## src/rtl/host_cmd_pkg.sv

```systemverilog
// Shared types and constants for the host command sequencer.
package host_cmd_pkg;

    typedef enum logic [2:0] {
        IDLE,
        COLLECT,
        LAUNCH,
        WAIT_ACK,
        WAIT_DONE,
        DISPATCH,
        YAW_WAIT,
        RESPOND
    } state_e;

    localparam logic [7:0] RSP_ACK     = 8'h06;
    localparam logic [7:0] RSP_NAK     = 8'h15;
    localparam logic [7:0] RSP_TIMEOUT = 8'h18;

    localparam logic [15:0] CMD_ENC_OFF = 16'h0001;
    localparam logic [15:0] CMD_ENC_ON  = 16'h0002;
    localparam logic [15:0] CMD_YAW     = 16'h0003;
    localparam logic [15:0] CMD_INVALID = 16'hFFFF;

    localparam int FRAME_W = 1024;

endpackage

```

## src/rtl/host_cmd_frame_collector.sv

```systemverilog
// Assembles host bytes into the decoder frame buffer and watches the
// idle gap between bytes of a partially received frame.
module host_cmd_frame_collector
    import host_cmd_pkg::*;
#(
    parameter int FRAME_BYTES  = 16,
    parameter int BYTE_TIMEOUT = 1000
) (
    input  logic               clk,
    input  logic               reset,
    input  logic               clear,      // drop frame, count and timer
    input  logic               collect,    // bytes are accepted this cycle
    input  logic               timer_en,   // partial frame: idle timer runs
    input  logic [7:0]         rx_data,
    input  logic               rx_valid,
    output logic [FRAME_W-1:0] frame,
    output logic               frame_full, // last byte accepted this cycle
    output logic               timeout     // idle gap expired this cycle
);

    localparam int CW = $clog2(FRAME_BYTES + 1);
    localparam int TW = $clog2(BYTE_TIMEOUT + 1);

    logic [FRAME_W-1:0] frame_q;
    logic [CW-1:0]      count_q;
    logic [TW-1:0]      tmr_q;
    logic               accept;

    assign accept     = rx_valid && collect;
    assign frame_full = accept && (count_q == CW'(FRAME_BYTES - 1));
    // A byte arriving on the expiry cycle wins over the timeout.
    assign timeout    = timer_en && !rx_valid && (tmr_q == TW'(BYTE_TIMEOUT - 1));
    assign frame      = frame_q;

    // Byte write at the current index; bytes past FRAME_BYTES stay zero.
    always_ff @(posedge clk) begin
        if (reset || clear) begin
            frame_q <= '0;
            count_q <= '0;
            tmr_q   <= '0;
        end else begin
            if (accept) begin
                for (int k = 0; k < FRAME_BYTES; k++)
                    if (count_q == CW'(k))
                        frame_q[8*k +: 8] <= rx_data;
                count_q <= count_q + CW'(1);
                tmr_q   <= '0;
            end else if (timer_en) begin
                tmr_q <= tmr_q + TW'(1);
            end else begin
                tmr_q <= '0;
            end
        end
    end

endmodule

```

## src/rtl/host_cmd_sequencer.sv

```systemverilog
// Host command sequencer: collects a UART command frame, runs the decoder
// handshake, dispatches the decoded command and returns a status byte.
// Optional build macro HOST_CMD_STATS_EN adds response statistics counters.
module host_cmd_sequencer
    import host_cmd_pkg::*;
#(
    parameter int FRAME_BYTES  = 16,
    parameter int BYTE_TIMEOUT = 1000,
    parameter int DEC_TIMEOUT  = 256
) (
    input  logic               clk,
    input  logic               reset,
    input  logic [7:0]         rx_data,
    input  logic               rx_valid,
    output logic [FRAME_W-1:0] dec_input_data,
    output logic               dec_start,
    input  logic               dec_done,
    input  logic               dec_error,
    input  logic [15:0]        dec_cmd_select,
    input  logic [255:0]       dec_output_data,
    output logic               encrypt_enable,
    output logic               yaw_req,
    output logic [47:0]        yaw_target,
    input  logic               yaw_ack,
    output logic [7:0]         tx_data,
    output logic               tx_valid,
    input  logic               tx_ready,
    output logic               rx_overrun,
    output logic               busy
`ifdef HOST_CMD_STATS_EN
    ,
    output logic [15:0]        stat_ok,
    output logic [15:0]        stat_nak,
    output logic [15:0]        stat_timeout
`endif
);

    localparam int DW = $clog2(DEC_TIMEOUT + 1);

    state_e      state_q, state_d;
    logic [7:0]  rsp_q, rsp_d;
    logic        enc_q, enc_d;
    logic [47:0] yt_q, yt_d;
    logic [DW-1:0] dtmr_q, dtmr_d;
    logic        ovr_q;
    logic        clear, collect, frame_full, byte_to, dexp;
    logic        unused_dec_bits;

    assign unused_dec_bits = ^dec_output_data[255:48];

    assign collect = (state_q == IDLE) || (state_q == COLLECT);
    assign dexp    = (dtmr_q == DW'(DEC_TIMEOUT - 1));

    host_cmd_frame_collector #(
        .FRAME_BYTES  (FRAME_BYTES),
        .BYTE_TIMEOUT (BYTE_TIMEOUT)
    ) u_collect (
        .clk        (clk),
        .reset      (reset),
        .clear      (clear),
        .collect    (collect),
        .timer_en   (state_q == COLLECT),
        .rx_data    (rx_data),
        .rx_valid   (rx_valid),
        .frame      (dec_input_data),
        .frame_full (frame_full),
        .timeout    (byte_to)
    );

    assign dec_start      = (state_q == LAUNCH);
    assign yaw_req        = (state_q == YAW_WAIT);
    assign tx_valid       = (state_q == RESPOND);
    assign busy           = (state_q != IDLE);
    assign tx_data        = rsp_q;
    assign yaw_target     = yt_q;
    assign encrypt_enable = enc_q;
    assign rx_overrun     = ovr_q;

    // State and datapath registers.
    always_ff @(posedge clk) begin
        if (reset) begin
            state_q <= IDLE;
            rsp_q   <= '0;
            enc_q   <= 1'b0;
            yt_q    <= '0;
            dtmr_q  <= '0;
            ovr_q   <= 1'b0;
        end else begin
            state_q <= state_d;
            rsp_q   <= rsp_d;
            enc_q   <= enc_d;
            yt_q    <= yt_d;
            dtmr_q  <= dtmr_d;
            if (rx_valid && !collect)
                ovr_q <= 1'b1;
        end
    end

    // Next-state, handshake timer and dispatch decisions.
    always_comb begin
        state_d = state_q;
        rsp_d   = rsp_q;
        enc_d   = enc_q;
        yt_d    = yt_q;
        dtmr_d  = '0;
        clear   = 1'b0;
        case (state_q)
            IDLE: begin
                if (frame_full)    state_d = LAUNCH;
                else if (rx_valid) state_d = COLLECT;
            end
            COLLECT: begin
                if (frame_full) begin
                    state_d = LAUNCH;
                end else if (byte_to) begin
                    rsp_d   = RSP_TIMEOUT;
                    clear   = 1'b1;
                    state_d = RESPOND;
                end
            end
            LAUNCH: state_d = WAIT_ACK;
            WAIT_ACK: begin
                if (!dec_done) begin
                    state_d = WAIT_DONE;
                end else if (dexp) begin
                    rsp_d   = RSP_TIMEOUT;
                    state_d = RESPOND;
                end else begin
                    dtmr_d = dtmr_q + DW'(1);
                end
            end
            WAIT_DONE: begin
                if (dec_done) begin
                    state_d = DISPATCH;
                end else if (dexp) begin
                    rsp_d   = RSP_TIMEOUT;
                    state_d = RESPOND;
                end else begin
                    dtmr_d = dtmr_q + DW'(1);
                end
            end
            DISPATCH: begin
                state_d = RESPOND;
                if (dec_error) begin
                    rsp_d = RSP_NAK;
                end else if (dec_cmd_select == CMD_ENC_OFF) begin
                    enc_d = 1'b0;
                    rsp_d = RSP_ACK;
                end else if (dec_cmd_select == CMD_ENC_ON) begin
                    enc_d = 1'b1;
                    rsp_d = RSP_ACK;
                end else if (dec_cmd_select == CMD_YAW) begin
                    yt_d    = dec_output_data[47:0];
                    state_d = YAW_WAIT;
                end else begin
                    rsp_d = RSP_NAK;
                end
            end
            YAW_WAIT: begin
                if (yaw_ack) begin
                    rsp_d   = RSP_ACK;
                    state_d = RESPOND;
                end else if (dexp) begin
                    rsp_d   = RSP_TIMEOUT;
                    state_d = RESPOND;
                end else begin
                    dtmr_d = dtmr_q + DW'(1);
                end
            end
            RESPOND: begin
                if (tx_ready) begin
                    clear   = 1'b1;
                    state_d = IDLE;
                end
            end
            default: state_d = IDLE;
        endcase
    end

`ifdef HOST_CMD_STATS_EN
    logic [15:0] ok_q, nak_q, to_q;
    logic        sent;

    assign sent         = (state_q == RESPOND) && tx_ready;
    assign stat_ok      = ok_q;
    assign stat_nak     = nak_q;
    assign stat_timeout = to_q;

    // Saturating counts of status bytes taken by the transmitter.
    always_ff @(posedge clk) begin
        if (reset) begin
            ok_q  <= '0;
            nak_q <= '0;
            to_q  <= '0;
        end else if (sent) begin
            if (rsp_q == RSP_ACK && ok_q != 16'hFFFF)      ok_q  <= ok_q + 16'd1;
            if (rsp_q == RSP_NAK && nak_q != 16'hFFFF)     nak_q <= nak_q + 16'd1;
            if (rsp_q == RSP_TIMEOUT && to_q != 16'hFFFF)  to_q  <= to_q + 16'd1;
        end
    end
`endif

endmodule

```

## config.mk

```make
export PLATFORM = sky130hd
export DESIGN_NAME = host_cmd_sequencer
export DESIGN_NICKNAME = d
export VERILOG_FILES = /design/src/rtl/host_cmd_pkg.sv /design/src/rtl/host_cmd_frame_collector.sv /design/src/rtl/host_cmd_sequencer.sv
export SDC_FILE = /design/constraint.sdc
export NUM_CORES = 1
export LEC_CHECK = 0
export ABC_CLOCK_PERIOD_IN_PS = 2100
export CORE_AREA = 4 4 525 527
export DETAILED_ROUTE_END_ITERATION = 10
export DIE_AREA = 0 0 529 531
export GPL_TIMING_DRIVEN = 0
export PLACE_DENSITY = 0.31
export SYNTH_ARGS = -nofsm -noshare
export SYNTH_HDL_FRONTEND = slang
export SYNTH_SLANG_ARGS = --single-unit
```

## constraint.sdc

```tcl
create_clock -name clk -period 2.1 [get_ports clk]
set_input_delay 0.42 -clock clk [delete_from_list [all_inputs] [get_ports clk]]
set_output_delay 0.42 -clock clk [all_outputs]
set_load 0.01 [all_outputs]
```

==> metrics, run 1 <==
Die X 529 um; Cell Rows 191; drt pass-1 iters 4; ys async rst share 0; CP Launch Type flop; sequential area share after synthesis 0.285; most common cell after layout, fill and taps aside buf_4; Max Fanout on Critical Path 5; Peak Freq 457 MHz; Slew HR 0.347; Post-synth EDFFs 0; antenna violations before repair 10; reg2reg setup slack 0.06 ns; Synth-to-Final Area Change 80.2%; Yosys warning count 0; initial core utilization 0.0553; # DRC 0; fillers 31500; Final setup viols 1; GRT Overall Usage 0.0432; Most used DFF post-synth dfxtp_1; Netlist Area Pre-Place 15000 sq um; port buffer count between 200 and 300; vias between 10000 and 15000; first-pass GRT wire length 86500 um; hold_ws 0.291 ns; Tightest Hold Check Type primary input to flop; Worst Skew between 0.06 and 0.07 ns; I/O pin count 1373; Max Root-Sink Buffers 3; Fin. Hold Viols 0; DIE AREA 281000 sq um; RD Place Congestion 0.679; most frequent cells in the layout buf_4, conb_1, dfxtp_1, clkdlybuf4s50_1, nand2_1; Synth Instances 1806; clk_lat worst skew 0.66 ns; Avg Vias per Cell 1.86; Initial DRC Count 312; P_leak 13.6 nW; failing checks negative setup slack; grt ovf 0; Hold-fix buffers, CTS 0; drt wl/cell 10.2 um; Clock H-tree levels 1; Reg clk slew, reported paths 0.06 ns; Worst Path Arrival about 1.8 ns; clock sinks 213; vias in the first global route roughly 11000; worst slack, placed -1.61 ns; Slew Limit Fails 0; Netlist cell types slightly above 60; Worst-Margin Slew 0.979 ns; Max Cap Viol 0; Routed Antenna Nets 0; pin count of the biggest net entering global routing 15; endpoint type of the worst setup path output port; synthesized area per cell 8.29 sq um; Core ar. 271000 sq um; TritonCTS clock tree yes; RSZ-0062 raised after global routing true; Num CTS Buffers 29; Die Height 531 um; final WL 67400 um; fin crit share 1.04; status complete, but fails checks; ratio of total power to cell area 514 nW/um^2; Data required, critical path 1.68 ns; crit path kind flop to output port; Yosys reg bits 213; post-DP HPWL 57500 um; Final WS setup -0.0881 ns; layout cells sized above 1 0.347; Layout Nets approximately 3300; Tmin final between 2 and 2.5 ns; VDD IR max slightly above 500 uV; Root Buffer clkbuf_16
[synthesized netlist by cell type, types with 3 or more instances]
cell      instances  share of area
a211oi_1          4         0.0020
a21o_1            4         0.0020
a21oi_1          96          0.032
and2_1            6         0.0025
and3_1            3         0.0013
buf_2            20         0.0067
buf_4           896           0.45
buf_6             4         0.0030
clkbuf_1         29         0.0073
dfxtp_1         213           0.28
ha_1              7         0.0059
inv_1            12         0.0030
mux2i_1          96          0.064
nand2_1         155          0.039
nand2_2           3         0.0013
nand2b_1          3         0.0013
nand3_1          40          0.013
nand4_1           5         0.0021
nor2_1          126          0.032
nor2b_1           5         0.0021
nor3b_1           4         0.0020
o21ai_0           9         0.0030
or3_1             3         0.0013
xnor2_1           5         0.0029
xor2_1           12         0.0070
[per-stage QoR]
step | instances | cell area, sq um | power (mW) | utilization | setup TNS (ns)
6_report | 6612 | 27000 | 13.9 | 0.0997 | -0.0881
5_1_grt | 6610 | 27000 | 14.8 | 0.0997 | -0.286
4_1_cts | 6608 | 26800 | 14.1 | 0.0989 | -0.251
3_5_place_dp | 6540 | 25500 | 8.15 | 0.0943 | -214.98
3_3_place_gp | 6538 | 25500 | 8.16 | 0.0941 | -232.46
2_1_floorplan | 2701 | 18300 | 7.13 | - | 0
[layer usage]
| metal | up-vias | share of wire | GRT usage |
|---|---|---|---|
| li1 | 6414 | - | - |
| met1 | 5133 | 0.34 | 0.0425 |
| met2 | 712 | 0.52 | 0.0815 |
| met3 | 44 | 0.13 | 0.0209 |
| met4 | 4 | 0.015 | 0.00921 |
| met5 | - | 0.00031 | 0 |
[report_power, final]
part | internal [mW] | total (mW) | leakage [nW] | switching (mW)
clock network | 3.11 | 5.34 | 0.487 | 2.24
logic | 1.98 | 4.19 | 11.4 | 2.20
registers | 4.19 | 4.32 | 1.72 | 0.133
total | 9.28 | 13.9 | 13.6 | 4.57
[critical path, cell delays in order, from the launching register on]
cell and delay (ns):
dfxtp_4 0.35, buf_8 0.13, clkbuf_16 0.14, or3_4 0.39, buf_8 0.15
[flip-flops by register name, summed over array words and instances (netlist names)]
name and flops:
dtmr_q 9, rx_overrun 1, yaw_target 48, u_collect.frame 128
tx_data 8, u_collect.count_q 5, encrypt_enable 1, state_q 3
u_collect.tmr_q 10
[timing repair]
action	4_1_cts	5_1_grt
pin swaps	5	3
buffers inserted	16	2
setup endpoints to repair	236	116
resized for setup	119	59
endpoints found under the hold margin	0	0
[area by class of cell]
class	count	area, sq um	area share
timing repair buffer	287	2850	0.106
tap	3570	4470	0.166
buffer	949	7090	0.263
clock inverter	14	164	0.00608
sequential	213	4270	0.158
clock buffer	39	823	0.0305
inverter	12	45.0	0.00167
antenna	2	5.00	0.000186
multi-input combinational	1526	7250	0.269
[cell families after synthesis]
logic type | synth area share
other cells | 0.000251
fa+ha+maj | 0.00585
compound gates | 0.0486
mux | 0.0642
flops | 0.285
buf+inv | 0.470
xor+xnor | 0.00995
simple gates | 0.116
[path summary, 6_finish.rpt]
path | start | endpoint | depth (start not counted)
worst min-delay path | rx_valid | rx_overrun | 3
worst max register to register | state_q[1] | tx_data[2] | 7
worst min register to register | rx_overrun | rx_overrun | 2
worst max-delay path | state_q[1] | busy | 4
No activity file was read; power rests on OpenSTA's default activity.
==> run 2: changes to the inputs <==
Settings changed: GPL_TIMING_DRIVEN 0 to not set.
==> run 2 against run 1 <==
Effect of this change: the run now ends clean; sequential power is 0.9% lower; via count decreased by 18%; die area stayed put; count of clock-buffer cells in the layout is 4 higher; power is 7.4% lower; final cell count decreased by 13%; maximum frequency is 6.6% higher; worst setup slack improved by 0.14 ns; cell area is 23% lower; largest cell class is now multi-input combinational cells.
==> metrics, run 2 (same netlist as run 1, synthesis figures left out) <==
status finished clean; # DRC 0 (unchanged); Min-Delay Endpoint state_q[1]; CP Cell Sequence buf_12 > or3_4 > buf_12; most common cell after layout, fill and taps aside conb_1; RD Place Congestion 0.684 (+0.63%); Hold-fix buffers, CTS 0 (unchanged); drt pass-1 iters 6 (+2); post-DP HPWL 44000 um (-23%); endpoint type of the worst setup path output port; antenna violations before repair 12 (+2); Multi-input gate area 7100 sq um (-2.0%); Worst path top cell family by delay simple AND/OR/NAND/NOR gates; pin count of the biggest net entering global routing 45 (+30); WHS Path Cells 2 (-1); max FFs per register 128 (unchanged); Tmin final 2.05 ns (-0.136 ns); Max Fanout on Critical Path 9 (+4); Layout Nets 2458 (-26%); layout cells sized above 1 0.0897 (-0.257); grt ovf 0 (unchanged); Fin. Hold Viols 0 (unchanged); I/O pin count 1373 (unchanged); Worst Skew 0.0505 ns (-0.0106 ns); CP peak stage delay 0.41 ns (+0.02 ns); Avg Vias per Cell 1.75 (-6.0%); Initial DRC Count 347 (+11%); drt wl/cell 9.69 um (-4.9%); Final Non-Filler Cells 5762 (-13%); fillers 31800 (+0.96%); total power 12.8 mW (-7.4%); Tightest Hold Check Type primary input to flop; clk_lat worst skew 0.65 ns (about the same); Root Buffer clkbuf_16; slowest CP cell or3_4; Routed Antenna Nets 0 (unchanged); vias 10100 (-18%); crit path kind flop to output port; final WL 55800 um (-17%); sequential cell area 4270 sq um (about the same); reg2reg setup slack 0.08 ns (+0.02 ns); Data required, critical path 1.68 ns (about the same); Reg clk slew, reported paths 0.06 ns (about the same); DIE AREA 281000 sq um (unchanged); CP Launch Type flop; TritonCTS clock tree yes; Crit. Startpoint state_q[2]; fin crit share 0.977 (-0.0647); Clock H-tree levels 1 (unchanged); reg2reg end tx_data[2]; most frequent cells in the layout conb_1, clkdlybuf4s50_1, dfxtp_1, nand2_1, nor2_1; Num CTS Buffers 31 (+6.9%); Max Cap Viol 0 (unchanged); Die Height 531 um (unchanged); Most Frequent Cell on Critical Path buf_12; Worst Path Arrival 1.63 ns (-0.14 ns); vias in the first global route 8783 (-21%); Cell Rows 191 (unchanged); port buffer count 268 (+0.37%); Final setup viols 0 (-1); first-pass GRT wire length 69900 um (-19%); Peak Freq 487 MHz (+6.6%); Die X 529 um (unchanged); initial core utilization 0.0553 (unchanged); Synth-to-Final Area Change 39.6%; FF-to-FF path depth 8 (+1); HP Start reset; Slew Limit Fails 0 (unchanged); clock sinks 213 (unchanged); RSZ-0062 raised after global routing true; Core ar. 271000 sq um (unchanged); GRT Overall Usage 0.0349 (-0.00834); reg2reg start state_q[1]; placed insts 5681 (-13%); P_leak 8.84 nW (-35%); WP buf/inv 2 (-1); VDD IR max 607 uV (+19%); ratio of total power to cell area 614 nW/um^2 (+20%); Max Root-Sink Buffers 3 (unchanged)
## run 2: routing by layer
metal,vias to the layer above,part of all wire,track usage
li1,4718,-,-
met1,4590,0.36,0.0386
met3,53,0.14,0.0168
met4,0,0.028,0.0124
met2,719,0.47,0.0580
met5,-,0,0
## run 2: how the worst max path moves through the flow
stage	to	slack, ns	cells after the start
4_1_cts	busy	-0.06	3
6_report	busy	0.05	3
5_1_grt	busy	-0.05	3
2_1_floorplan	state_q[1]	0.09	7
3_5_place_dp	yaw_target[5]	-0.50	9
3_3_place_gp	yaw_target[11]	-0.54	9
## run 2: repair_timing
| action | 4_1_cts | 5_1_grt |
|---|---|---|
| resized for setup | 47 | 23 |
| setup buffers | 7 | 10 |
| cloned | 1 | 2 |
| setup endpoints to repair | 31 | 113 |
| pin swaps | 1 | 2 |
## run 2: final cells by class
type,instances,share of cell area
Inverter,12,0.00216
Clock buffer,43,0.0407
Timing Repair Buffer,380,0.192
Antenna cell,7,0.000838
Tap cell,3570,0.214
Multi-Input combinational cell,1526,0.340
Sequential cell,213,0.204
Clock inverter,11,0.00587
## run 2: stage by stage
| stage | TNS [ns] | setup slack (ns) | hold slack, ns | area [sq um] | utilization |
|---|---|---|---|---|---|
| finish | 0 | 0.0478 | 0.172 | 20900 | 0.0772 |
| global route | -0.0870 | -0.0485 | 0.141 | 20900 | 0.0772 |
| detailed placement | -61.66 | -0.499 | 0.444 | 19600 | 0.0724 |
| global placement | -64.10 | -0.536 | 0.440 | 19600 | 0.0724 |
| CTS | -0.0951 | -0.0565 | 0.118 | 20600 | 0.0763 |
| floorplan | 0 | 0.0851 | 0.423 | 18300 | - |
## run 2: power breakdown
group | switching [mW] | leakage, nW | internal, mW | total [mW]
logic | 2.00 | 6.64 | 1.29 | 3.29
clock network | 2.21 | 0.476 | 3.05 | 5.26
registers | 0.0959 | 1.72 | 4.19 | 4.28
total | 4.31 | 8.84 | 8.52 | 12.8
## run 2: worst reg2reg max path, stage by stage, from the launching register on
cell	delay [ns]
dfxtp_4	0.36
buf_12	0.10
buf_12	0.12
buf_4	0.15
nand2b_4	0.13
a21oi_1	0.06
or2_1	0.22
or3_4	0.42
a311o_1	0.35
